File: src/rtl/f2_equiv_sweeper_if.sv
// Handshake/result bundle between the f2 sweeper and its controller plus the block under test.
// slave = the sweeper itself; master = the side that issues start and returns the f2 responses.
interface f2_equiv_sweeper_if;
    logic       start;
    logic [4:0] pat_o;
    logic       f2_i;
    logic       f2_min_i;
    logic       f2_fact_i;
    logic       busy;
    logic       done;
    logic       pass;
    logic [5:0] mism_cnt;
    logic [2:0] fail_vec;
    logic [4:0] first_fail;

    modport slave (
        input  start, f2_i, f2_min_i, f2_fact_i,
        output pat_o, busy, done, pass, mism_cnt, fail_vec, first_fail
    );

    modport master (
        output start, f2_i, f2_min_i, f2_fact_i,
        input  pat_o, busy, done, pass, mism_cnt, fail_vec, first_fail
    );
endinterface

File: src/rtl/f2_equiv_sweeper.sv
// Purpose: sweeps all 32 {b,d,g,f,e} patterns into f2 and checks f2/f2_min/f2_fact against a golden model.
// Latency: SETTLE+2 cycles per pattern; done rises 32*(SETTLE+2)+1 cycles after the start edge.
// Backpressure: none; start is ignored while busy. F2_HALT_ON_FAIL_EN stops the sweep at the first mismatch.
module f2_equiv_sweeper #(
    parameter int SETTLE = 1
) (
    input  logic                 clk,
    input  logic                 rst_n,
    f2_equiv_sweeper_if.slave    bus
);

    typedef enum logic [2:0] {
        S_IDLE,
        S_DRIVE,
        S_WAIT,
        S_SAMPLE,
        S_DONE
    } state_t;

    localparam bit         HAS_WAIT    = (SETTLE > 0);
    localparam logic [3:0] SETTLE_LAST = HAS_WAIT ? 4'(SETTLE - 1) : 4'd0;

    state_t     state, state_nxt;
    logic [4:0] idx;
    logic [3:0] wait_cnt;
    logic [4:0] pat_q;
    logic       busy_q, done_q, pass_q;
    logic [5:0] mism_q;
    logic [2:0] fail_q;
    logic [4:0] first_q;

    logic       golden;
    logic [2:0] fail_bits;
    logic       any_fail;
    logic       start_ok;

    // pat_q = {b,d,g,f,e}
    assign golden    = pat_q[2] & (pat_q[4] ? (pat_q[3] | pat_q[0]) : (~pat_q[3] | pat_q[1]));
    assign fail_bits = {bus.f2_i, bus.f2_min_i, bus.f2_fact_i} ^ {3{golden}};
    assign any_fail  = |fail_bits;
    assign start_ok  = bus.start & ((state == S_IDLE) | (state == S_DONE));

    always_ff @(posedge clk or negedge rst_n) begin
        if (!rst_n) begin
            state <= S_IDLE;
        end else begin
            state <= state_nxt;
        end
    end

    always_comb begin
        state_nxt = state;
        case (state)
            S_IDLE, S_DONE: begin
                if (start_ok) state_nxt = S_DRIVE;
            end
            S_DRIVE: begin
                state_nxt = HAS_WAIT ? S_WAIT : S_SAMPLE;
            end
            S_WAIT: begin
                if (wait_cnt == SETTLE_LAST) state_nxt = S_SAMPLE;
            end
            S_SAMPLE: begin
`ifdef F2_HALT_ON_FAIL_EN
                if (any_fail || idx == 5'd31) state_nxt = S_DONE;
                else                          state_nxt = S_DRIVE;
`else
                if (idx == 5'd31) state_nxt = S_DONE;
                else              state_nxt = S_DRIVE;
`endif
            end
            default: state_nxt = S_IDLE;
        endcase
    end

    always_ff @(posedge clk or negedge rst_n) begin
        if (!rst_n) begin
            idx      <= 5'd0;
            wait_cnt <= 4'd0;
            pat_q    <= 5'd0;
            busy_q   <= 1'b0;
            done_q   <= 1'b0;
            pass_q   <= 1'b0;
            mism_q   <= 6'd0;
            fail_q   <= 3'd0;
            first_q  <= 5'd0;
        end else begin
            case (state)
                S_IDLE, S_DONE: begin
                    if (start_ok) begin
                        busy_q  <= 1'b1;
                        done_q  <= 1'b0;
                        pass_q  <= 1'b0;
                        mism_q  <= 6'd0;
                        fail_q  <= 3'd0;
                        first_q <= 5'd0;
                        idx     <= 5'd0;
                    end else if (state == S_DONE) begin
                        done_q <= 1'b1;
                        pass_q <= (mism_q == 6'd0);
                    end
                end
                S_DRIVE: begin
                    pat_q    <= idx;
                    wait_cnt <= 4'd0;
                end
                S_WAIT: begin
                    wait_cnt <= wait_cnt + 4'd1;
                end
                S_SAMPLE: begin
                    // A pattern counts once no matter how many of its outputs disagree.
                    if (any_fail) begin
                        mism_q <= mism_q + 6'd1;
                        fail_q <= fail_q | fail_bits;
                        if (mism_q == 6'd0) first_q <= pat_q;
                    end
                    if (state_nxt == S_DONE) busy_q <= 1'b0;
                    else                     idx    <= idx + 5'd1;
                end
                default: ;
            endcase
        end
    end

    assign bus.pat_o      = pat_q;
    assign bus.busy       = busy_q;
    assign bus.done       = done_q;
    assign bus.pass       = pass_q;
    assign bus.mism_cnt   = mism_q;
    assign bus.fail_vec   = fail_q;
    assign bus.first_fail = first_q;

endmodule

File: src/flat_wrapper.sv
// flat-port wrapper written by rule: the top's interface ports become plain ports
module f2_equiv_sweeper_flat 
#(
    parameter int SETTLE = 1
)
  (clk, rst_n, bus_start, bus_f2_i, bus_f2_min_i, bus_f2_fact_i, bus_pat_o, bus_busy, bus_done, bus_pass, bus_mism_cnt, bus_fail_vec, bus_first_fail);
  f2_equiv_sweeper_if bus_i ();
  input  logic clk;
  input  logic rst_n;
  input wire logic [$bits(bus_i.start)-1:0] bus_start;
  input wire logic [$bits(bus_i.f2_i)-1:0] bus_f2_i;
  input wire logic [$bits(bus_i.f2_min_i)-1:0] bus_f2_min_i;
  input wire logic [$bits(bus_i.f2_fact_i)-1:0] bus_f2_fact_i;
  output wire logic [$bits(bus_i.pat_o)-1:0] bus_pat_o;
  output wire logic [$bits(bus_i.busy)-1:0] bus_busy;
  output wire logic [$bits(bus_i.done)-1:0] bus_done;
  output wire logic [$bits(bus_i.pass)-1:0] bus_pass;
  output wire logic [$bits(bus_i.mism_cnt)-1:0] bus_mism_cnt;
  output wire logic [$bits(bus_i.fail_vec)-1:0] bus_fail_vec;
  output wire logic [$bits(bus_i.first_fail)-1:0] bus_first_fail;
  assign bus_i.start = bus_start;
  assign bus_i.f2_i = bus_f2_i;
  assign bus_i.f2_min_i = bus_f2_min_i;
  assign bus_i.f2_fact_i = bus_f2_fact_i;
  assign bus_pat_o = bus_i.pat_o;
  assign bus_busy = bus_i.busy;
  assign bus_done = bus_i.done;
  assign bus_pass = bus_i.pass;
  assign bus_mism_cnt = bus_i.mism_cnt;
  assign bus_fail_vec = bus_i.fail_vec;
  assign bus_first_fail = bus_i.first_fail;
  f2_equiv_sweeper #(.SETTLE(SETTLE)) u_core (.clk(clk), .rst_n(rst_n), .bus(bus_i));
endmodule
File: config.mk
export PLATFORM = sky130hd
export DESIGN_NAME = f2_equiv_sweeper_flat
export DESIGN_NICKNAME = d
export VERILOG_FILES = /design/src/rtl/f2_equiv_sweeper_if.sv /design/src/rtl/f2_equiv_sweeper.sv /design/src/flat_wrapper.sv
export SDC_FILE = /design/constraint.sdc
export NUM_CORES = 1
export LEC_CHECK = 0
export BUFFER_PORTS_ARGS = -buffer_cell sky130_fd_sc_hd__clkbuf_2
export CAP_MARGIN = 40
export CORE_ASPECT_RATIO = 1.5
export CORE_MARGIN = 2
export CORE_UTILIZATION = 30
export CTS_CLUSTER_DIAMETER = 40
export DETAILED_ROUTE_END_ITERATION = 16
export PLACE_DENSITY = 0.48
export SETUP_SLACK_MARGIN = 0.2
export SYNTH_ARGS = -nofsm -noshare
export SYNTH_HDL_FRONTEND = slang
export SYNTH_SLANG_ARGS = --single-unit
File: constraint.sdc
create_clock -name clk -period 5.5 [get_ports clk]
set_clock_uncertainty 0.15 [all_clocks]
set_input_delay 0.825 -clock clk [delete_from_list [all_inputs] [get_ports clk]]
set_output_delay 0.825 -clock clk [all_outputs]
set_load 0.01 [all_outputs]
======== Word-level counts from Yosys, hierarchy flattened ========
Index checks and enable logic that the tools add are counted.
word-level totals
  flip-flop bits (word level) ............. 34
  input bits .............................. 6
  output and inout bits ................... 22
operators by class
  add/subtract/negate cells ............... 3
  eq/ne operators ......................... 11
  multiplexer cells ....................... 25
  bitwise gates (word level) .............. 8
  reduce and logical (&&, ||, !) cells .... 13
operators with widths
  kind                 count
  $mux 5               4
  $pmux 5 s2           2
  $mux 3               5
  $mux 6               2
  $pmux 3 s4           1
  $pmux 6 s2           1
  $reduce_and 3->1     3
  $ne 2x1->1 const B   4
  $pmux 4 s2           1
  $mux 1               7
  $add 6x1->6 const B  1
  $eq 3x2->1 const B   2
  $eq 3x3->1 const B   2
  $logic_not 6->1      1
  $pmux 3 s2           1
  $reduce_bool 2->1    3
  $add 5x1->5 const B  1
  $eq 5x5->1 const B   1
  $add 4x1->4 const B  1
  $logic_not 4->1      1
  $reduce_and 4->1     1
  $eq 3x1->1 const B   1
  $logic_not 3->1      1
  $or 1x1->1           3
  other kinds (9)      10

======== Depth between registers and ports, before layout ========
Gate-level depths: netlist of the first run.
  depth in word-level cells ............... 8
  mapped depth ............................ 7
  gate-level depth less buffers ........... 7

======== Worst setup path after synthesis of the first run ========
OpenSTA, ideal clock, no wires.
  path type ............................... flip-flop to flip-flop
  start point ............................. register u_core.idx[0]
  end point ............................... register u_core.idx[0]
  setup time .............................. 125 ps
  data arrival time ....................... 1959 ps
  setup slack ............................. 3266 ps
  stages on the path, launching flop included .. 7
  buffers on the path ..................... 0
  clock period less this slack ............ 2234 ps
  cell sequence ........................... dfrtp_1 -> ha_1 -> and3_1 -> ha_1 -> nor4bb_1 -> nor2_1 -> mux2_2
between the ends
  word-level cells in the longest chain between the ends .. 6
ends and longest elaborated chain
  element                     RTL line                 text
  start: declaration          f2_equiv_sweeper.sv:24   logic [4:0] idx;
  start signal: assignment    f2_equiv_sweeper.sv:118  else idx <= idx + 5'd1;
  $eq 5x5->1                  f2_equiv_sweeper.sv:68   if (idx == 5'd31) state_nxt = S_DONE;
  $mux 3                      f2_equiv_sweeper.sv:68
  $pmux 3 s4                  f2_equiv_sweeper.sv:53   case (state)
  $eq 3x3->1                  f2_equiv_sweeper.sv:117  if (state_nxt == S_DONE) busy_q <= 1'b0;
  $ne 2x2->1 (no line)        --
  $reduce_and 3->1 (no line)  --
Several ways; a longest one is shown, not always the timed one. The select of a mux whose other input is x is not followed.
A chain may end at the register's enable or synchronous reset.

======== Worst setup path after layout of the first run ========
Same ends and word-level chain as after synthesis.

==> results.py, run 1 <==
metrics = {
    "cts": {
        "cts_made_buffers": 5,
        "ctsRootBufferMaster": "clkbuf_8",
        "tritoncts": "done",
        "cts.sinks": 34,
        "worstSkewPairLatency_ns": 0.29,
        "ctsResizeCount": 0,
        "cts_setup_buffers": 0,
        "cts_hold_buf": 0,
        "cts_buffer_depth": 2,
        "clk_pin_slew_worst_paths_ns": 0.07,
        "htree_levels": 2,
    },
    "final_layout": {
        "area_growth_pct": 17.74,
        "final_nets": 211,
        "final_util_pct": 36.57,
        "drive_gt1_share_pct": 21.50,
        "layout.area.seq_um2": 850.8,
        "antenna_cells": 0,
        "layout.cells.non_filler": 270,
        "fillers": 583,
        "multi_input_area_um2": 770.7,
        "mostFrequentLayoutCells": "nand2_1, dfrtp_1, clkbuf_2, inv_1, mux2i_1",
    },
    "synthesis": {
        "netlist.area_leader.share_pct": 50.26,
        "avgSynthCellArea_um2": 9.900,
        "synth_cell_types": 39,
        "synth_top_cell_by_area": "dfrtp_1",
        "synthCells": 171,
        "ys_seq_area_share_pct": 50.26,
        "synthTopCellsByArea": "dfrtp_1, nand2_1, mux2i_1",
        "ys_warn_count": 0,
        "synth-seq-cells": 34,
        "netlist_area_um2": 1693,
        "syn-num-nets": 183,
    },
    "worst_setup_path": {
        "crit_top_cell": "ha_1",
        "worstPathRequired_ns": 5.52,
        "critical_path_class": "reg2reg",
        "path_cells": "ha_1 -> and3_1 -> ha_1 -> nor4bb_1 -> nor2_1 -> mux2_2",
        "cp_top_family": "simple AND/OR/NAND/NOR gates",
        "crit_arrival_ns": 2.59,
        "path_max_fanout": 7,
        "slowest_stage": "nor4bb_1",
        "cpPeakStageDelay_ns": 0.85,
        "start_kind": "register",
        "endpoint_kind": "register",
        "path_buf_inv": 0,
    },
    "global_routing": {
        "grt_pass1_vias": 1330,
        "grt.overflow.total": 0,
        "grtUsageMet2_pct": 24.74,
        "grt_util_all_layers_pct": 13.38,
        "grt_max_degree": 30,
        "antenna_found_initial": 0,
        "met3_usage_pct": 3.392,
        "grt_busiest_layer": "met2",
        "grt_first_pass_wirelength_mm": 6.292,
        "grtUsageMet1_pct": 13.95,
    },
    "place": {
        "gp_congestion": 0.7248,
        "place_inst": 262,
        "hpwl_mm": 2.700,
        "portBuffers": 27,
    },
    "drt": {
        "vias": 1308,
        "postRouteAntennaNets": 0,
        "finalWirelength_mm": 3.666,
        "drtIter0Drc": 73,
        "drc": 0,
        "routed_via_density": 4.844,
        "routedWlPerCell_um": 13.58,
        "drt_first_pass_iters": 4,
    },
    "floorplanning": {
        "core_area_um2": 5450,
        "die_area_um2": 6272,
        "die_x_um": 65.34,
        "io_pins": 28,
        "initial_core_util_pct": 31.06,
        "fp.dieH_um": 96,
        "rows": 33,
    },
    "timing": {
        "finalCriticalPeriod_ns": 2.569,
        "rsz0062_at_grt": "no",
        "finalSetupViolCount": 0,
        "min_period_over_period_pct": 46.70,
        "whs_ns": 0.2146,
        "slew_viol_final": 0,
        "worst_slew_pin_slew_ns": 0.9842,
        "slew_headroom_pct": 33.49,
        "max_freq_mhz": 389.3,
        "finalHoldViolCount": 0,
        "setup_tns_ns": 0,
    },
    "pwr": {
        "power.leakage_nw": 0.9865,
        "power_mw": 0.8644,
        "vdd_drop_max_uv": 135.3,
        "power_density_nw_per_um2": 433.7,
    },
    "flow_run": {
        "maxCapViolCount": 0,
    },
    "run_status": {
        "status": "complete, no violations",
    },
    "hold_path": {
        "hold_class": "in2async",
    },
}
[worst paths after layout]
check	startpoint	to	slack (ns)	cells after the start
max in group asynchronous	rst_n	u_core.bus.pat_o[4]	4.58	2
worst min-delay path	rst_n	u_core.bus.mism_cnt[2]	0.21	1
worst max register to register	u_core.idx[0]	u_core.idx[0]	2.93	6
worst max-delay path	u_core.idx[0]	u_core.idx[0]	2.93	6
worst min register to register	u_core.bus.fail_vec[1]	u_core.bus.fail_vec[1]	0.33	2
min in group clk	u_core.bus.fail_vec[1]	u_core.bus.fail_vec[1]	0.33	2
[metrics by stage]
step / cell area, um2 / setup slack [ns]
floorplan: 1693 / 3.266
global route: 1993 / 2.752
CTS: 1993 / 2.967
global placement: 1882 / 3.054
finish: 1993 / 2.931
detailed placement: 1902 / 2.977
[registers in the layout, summed over array words and instances, names as in the netlist]
name,flops
u_core.bus.pass,1
u_core.bus.fail_vec,3
u_core.bus.first_fail,5
u_core.wait_cnt,4
u_core.idx,5
u_core.bus.mism_cnt,6
u_core.bus.pat_o,5
u_core.bus.done,1
u_core.bus.busy,1
u_core.state,3
[synthesized netlist by cell type, drive strengths merged]
master / number
a2bb2oi: 1
and4: 1
inv: 10
xor2: 1
nor4bb: 1
and3: 1
nand3b: 1
o21a: 2
nor2: 9
a31oi: 1
buf: 1
nor4b: 1
or4: 3
o31a: 1
mux2i: 10
and3b: 1
nand2: 34
nand3: 5
nor4: 3
a22o: 1
nor3b: 3
a21oi: 4
mux2: 3
and2: 2
nor2b: 1
nand4: 3
o31ai: 3
a21o: 1
o21ai: 7
or4b: 1
ha: 6
nor3: 6
xnor2: 2
nand2b: 1
clkbuf: 6
dfrtp: 34
[worst register-to-register path, cell delays in order (launching register included)]
cell,delay [ns]
dfrtp_1,0.41
ha_1,0.22
and3_1,0.18
ha_1,0.22
nor4bb_1,0.86
nor2_1,0.12
mux2_2,0.30
[kinds of logic (layout without fill, tap and decap cells)]
kind of cell	Yosys count	after routing	synth area share (%)
xor+xnor	3	3	1.552
simple gates	77	77	23.80
buf+inv	17	46	4.213
mux	13	13	7.908
compound gates	21	21	7.835
flops	34	34	50.26
fa+ha+maj	6	6	4.434
[cell type report]
type / count / area share (%)
inverters: 10 / 1.883
clock inverters: 1 / 0.2511
repair buffers: 28 / 7.784
clock buffers: 7 / 4.331
multi-input cells: 120 / 38.67
well taps: 70 / 4.394
flip-flops and latches: 34 / 42.69
[metal layers]
metal / share of wire [%] / vias up
met1: 40 / 633
met2: 54 / 25
met3: 3.7 / 5
met4: 1.6 / 0
li1: - / 645
met5: 0 / -
[report_power, final]
group	leakage [nW]	internal, mW	switching (mW)
combinational	0.489	0.122	0.171
clock	0.0482	0.101	0.0910
sequential	0.450	0.314	0.0659
total	0.986	0.537	0.328
(Power assumes the default switching activity.)
==> inputs of run 2 (changes only) <==
--- a/config.mk
+++ b/config.mk
@@ -12,7 +12,7 @@
 export CORE_UTILIZATION = 30
 export CTS_CLUSTER_DIAMETER = 40
 export DETAILED_ROUTE_END_ITERATION = 16
-export PLACE_DENSITY = 0.48
+export PLACE_DENSITY = 0.5
 export SETUP_SLACK_MARGIN = 0.2
 export SYNTH_ARGS = -nofsm -noshare
 export SYNTH_HDL_FRONTEND = slang
==> constraint.sdc (replaced) <==
create_clock -name clk -period 2.3 [get_ports clk]
set_clock_uncertainty 0.15 [all_clocks]
set_input_delay 0.345 -clock clk [delete_from_list [all_inputs] [get_ports clk]]
set_output_delay 0.345 -clock clk [all_outputs]
set_load 0.01 [all_outputs]
==> results.py, run 2 (synthesis results as in run 1) <==
metrics = {
    "worst_setup_path": {
        "path_max_fanout": 7,
        "slowest_stage": "dfrtp_1",
        "worstPathRequired_ns": 2.32,
        "critical_path_class": "reg2reg",
        "cpPeakStageDelay_ns": 0.44,
        "r2r_setup_slack_ns": 0.28,
        "path_buf_inv": 2,
        "r2r_start": "u_core.bus.pat_o[4]",
        "start_kind": "register",
        "crit_arrival_ns": 2.05,
        "ff2ff_path_depth": 6,
        "endpoint_kind": "register",
        "cp_top_family": "flip-flops",
        "r2r-end": "u_core.bus.mism_cnt[1]",
        "path_cells": "nor3b_4 -> o31a_1 -> buf_4 -> nor3_1 -> buf_4 -> mux2_2",
        "crit_top_cell": "buf_4",
    },
    "pwr": {
        "power_density_nw_per_um2": 1051,
        "power_mw": 2.207,
        "vdd_drop_max_uv": 408.3,
        "power.leakage_nw": 1.029,
    },
    "global_routing": {
        "grt_max_degree": 35,
        "grt_util_all_layers_pct": 13.32,
        "grt.overflow.total": 0,
        "antenna_found_initial": 0,
        "grt_first_pass_wirelength_mm": 6.334,
        "grt_pass1_vias": 1345,
    },
    "final_layout": {
        "antenna_cells": 0,
        "area_growth_pct": 24.09,
        "drive_gt1_share_pct": 25.60,
        "mostFrequentLayoutCells": "nand2_1, dfrtp_1, clkbuf_2, inv_1, mux2i_1",
        "largest_reg_flops": 6,
        "final_nets": 218,
    },
    "floorplanning": {
        "initial_core_util_pct": 31.06,
        "fp.dieH_um": 96,
        "io_pins": 28,
        "die_x_um": 65.34,
        "core_area_um2": 5450,
        "die_area_um2": 6272,
        "rows": 33,
    },
    "place": {
        "gp_congestion": 0.7393,
        "pre_cts_slack_ns": 0.1432,
        "hpwl_mm": 2.657,
        "portBuffers": 27,
    },
    "cts": {
        "tritoncts": "done",
        "worstSkewPairLatency_ns": 0.29,
        "cts.sinks": 34,
        "clk_pin_slew_worst_paths_ns": 0.07,
        "cts_buffer_depth": 2,
        "cts_made_buffers": 5,
        "htree_levels": 2,
        "ctsRootBufferMaster": "clkbuf_8",
    },
    "timing": {
        "finalHoldViolCount": 0,
        "final.setup.worst_slack_ns": 0.2757,
        "finalCriticalPeriod_ns": 2.024,
        "finalSetupViolCount": 0,
        "rsz0062_at_grt": "yes",
        "whs_ns": 0.1457,
        "slew_viol_final": 0,
        "min_period_over_period_pct": 88.01,
        "max_freq_mhz": 494.0,
        "worst_slew_pin_slew_ns": 0.5957,
        "slew_headroom_pct": 60.19,
        "setup_tns_ns": 0,
    },
    "drt": {
        "drt_first_pass_iters": 4,
        "drtIter0Drc": 96,
        "routedWlPerCell_um": 13.09,
        "postRouteAntennaNets": 0,
        "finalWirelength_mm": 3.626,
        "vias": 1325,
        "drc": 0,
        "routed_via_density": 4.783,
    },
    "hold_path": {
        "hold_class": "in2reg",
        "hold_depth": 2,
        "hp-start": "bus_start",
        "hold_end": "u_core.bus.pass",
    },
    "run_status": {
        "status": "complete, no violations",
    },
    "flow_run": {
        "maxCapViolCount": 0,
    },
}
## run 2: timing repair
action                                 CTS  global route
gates cloned                             0             0
setup buffers                            0             0
endpoints found under the hold margin   34             0
setup endpoints to repair                5            10
resized for setup                        3             3
pin swaps                                0             1
hold buffers                             1             0
## run 2: cell type report
type | instances | area, um2
Fill cell | 575 | 3349
Inverter | 10 | 37.54
Timing Repair Buffer | 35 | 197.7
Clock buffer | 8 | 110.1
Multi-Input combinational cell | 120 | 817.0
Sequential cell | 34 | 850.8
Tap cell | 70 | 87.58
## run 2: metal layers
layer  GRT usage [%]  up-vias  part of all wire [%]
li1                -      660                     -
met1           14.65      629                    41
met2           23.38       29                    52
met3           3.977        7                   4.2
met4           6.076        0                   2.0
met5               0        -                     0
## run 2: worst max-delay path by stage
stage,start,to,depth (start not counted)
floorplan,u_core.idx[0],u_core.idx[0],6
global placement,u_core.bus.pat_o[3],u_core.bus.first_fail[1],4
detailed placement,u_core.bus.pat_o[3],u_core.bus.first_fail[1],4
CTS,u_core.idx[0],u_core.idx[0],6
global route,u_core.idx[0],u_core.idx[0],6
finish,u_core.bus.pat_o[4],u_core.bus.mism_cnt[1],6
## run 2: stage by stage
stage,utilization [%],cell area (um2),cells
after global placement,35.61,1941,268
after CTS,38.11,2077,277
final,38.54,2101,277
after floorplan,-,1699,171
after detailed placement,35.61,1941,268
after global routing,38.54,2101,277
## run 2: power by group
part / total, mW / internal, mW / switching, mW
Sequential: 0.905 / 0.750 / 0.155
Clock: 0.518 / 0.302 / 0.215
Combinational: 0.785 / 0.355 / 0.430
Total: 2.21 / 1.41 / 0.799
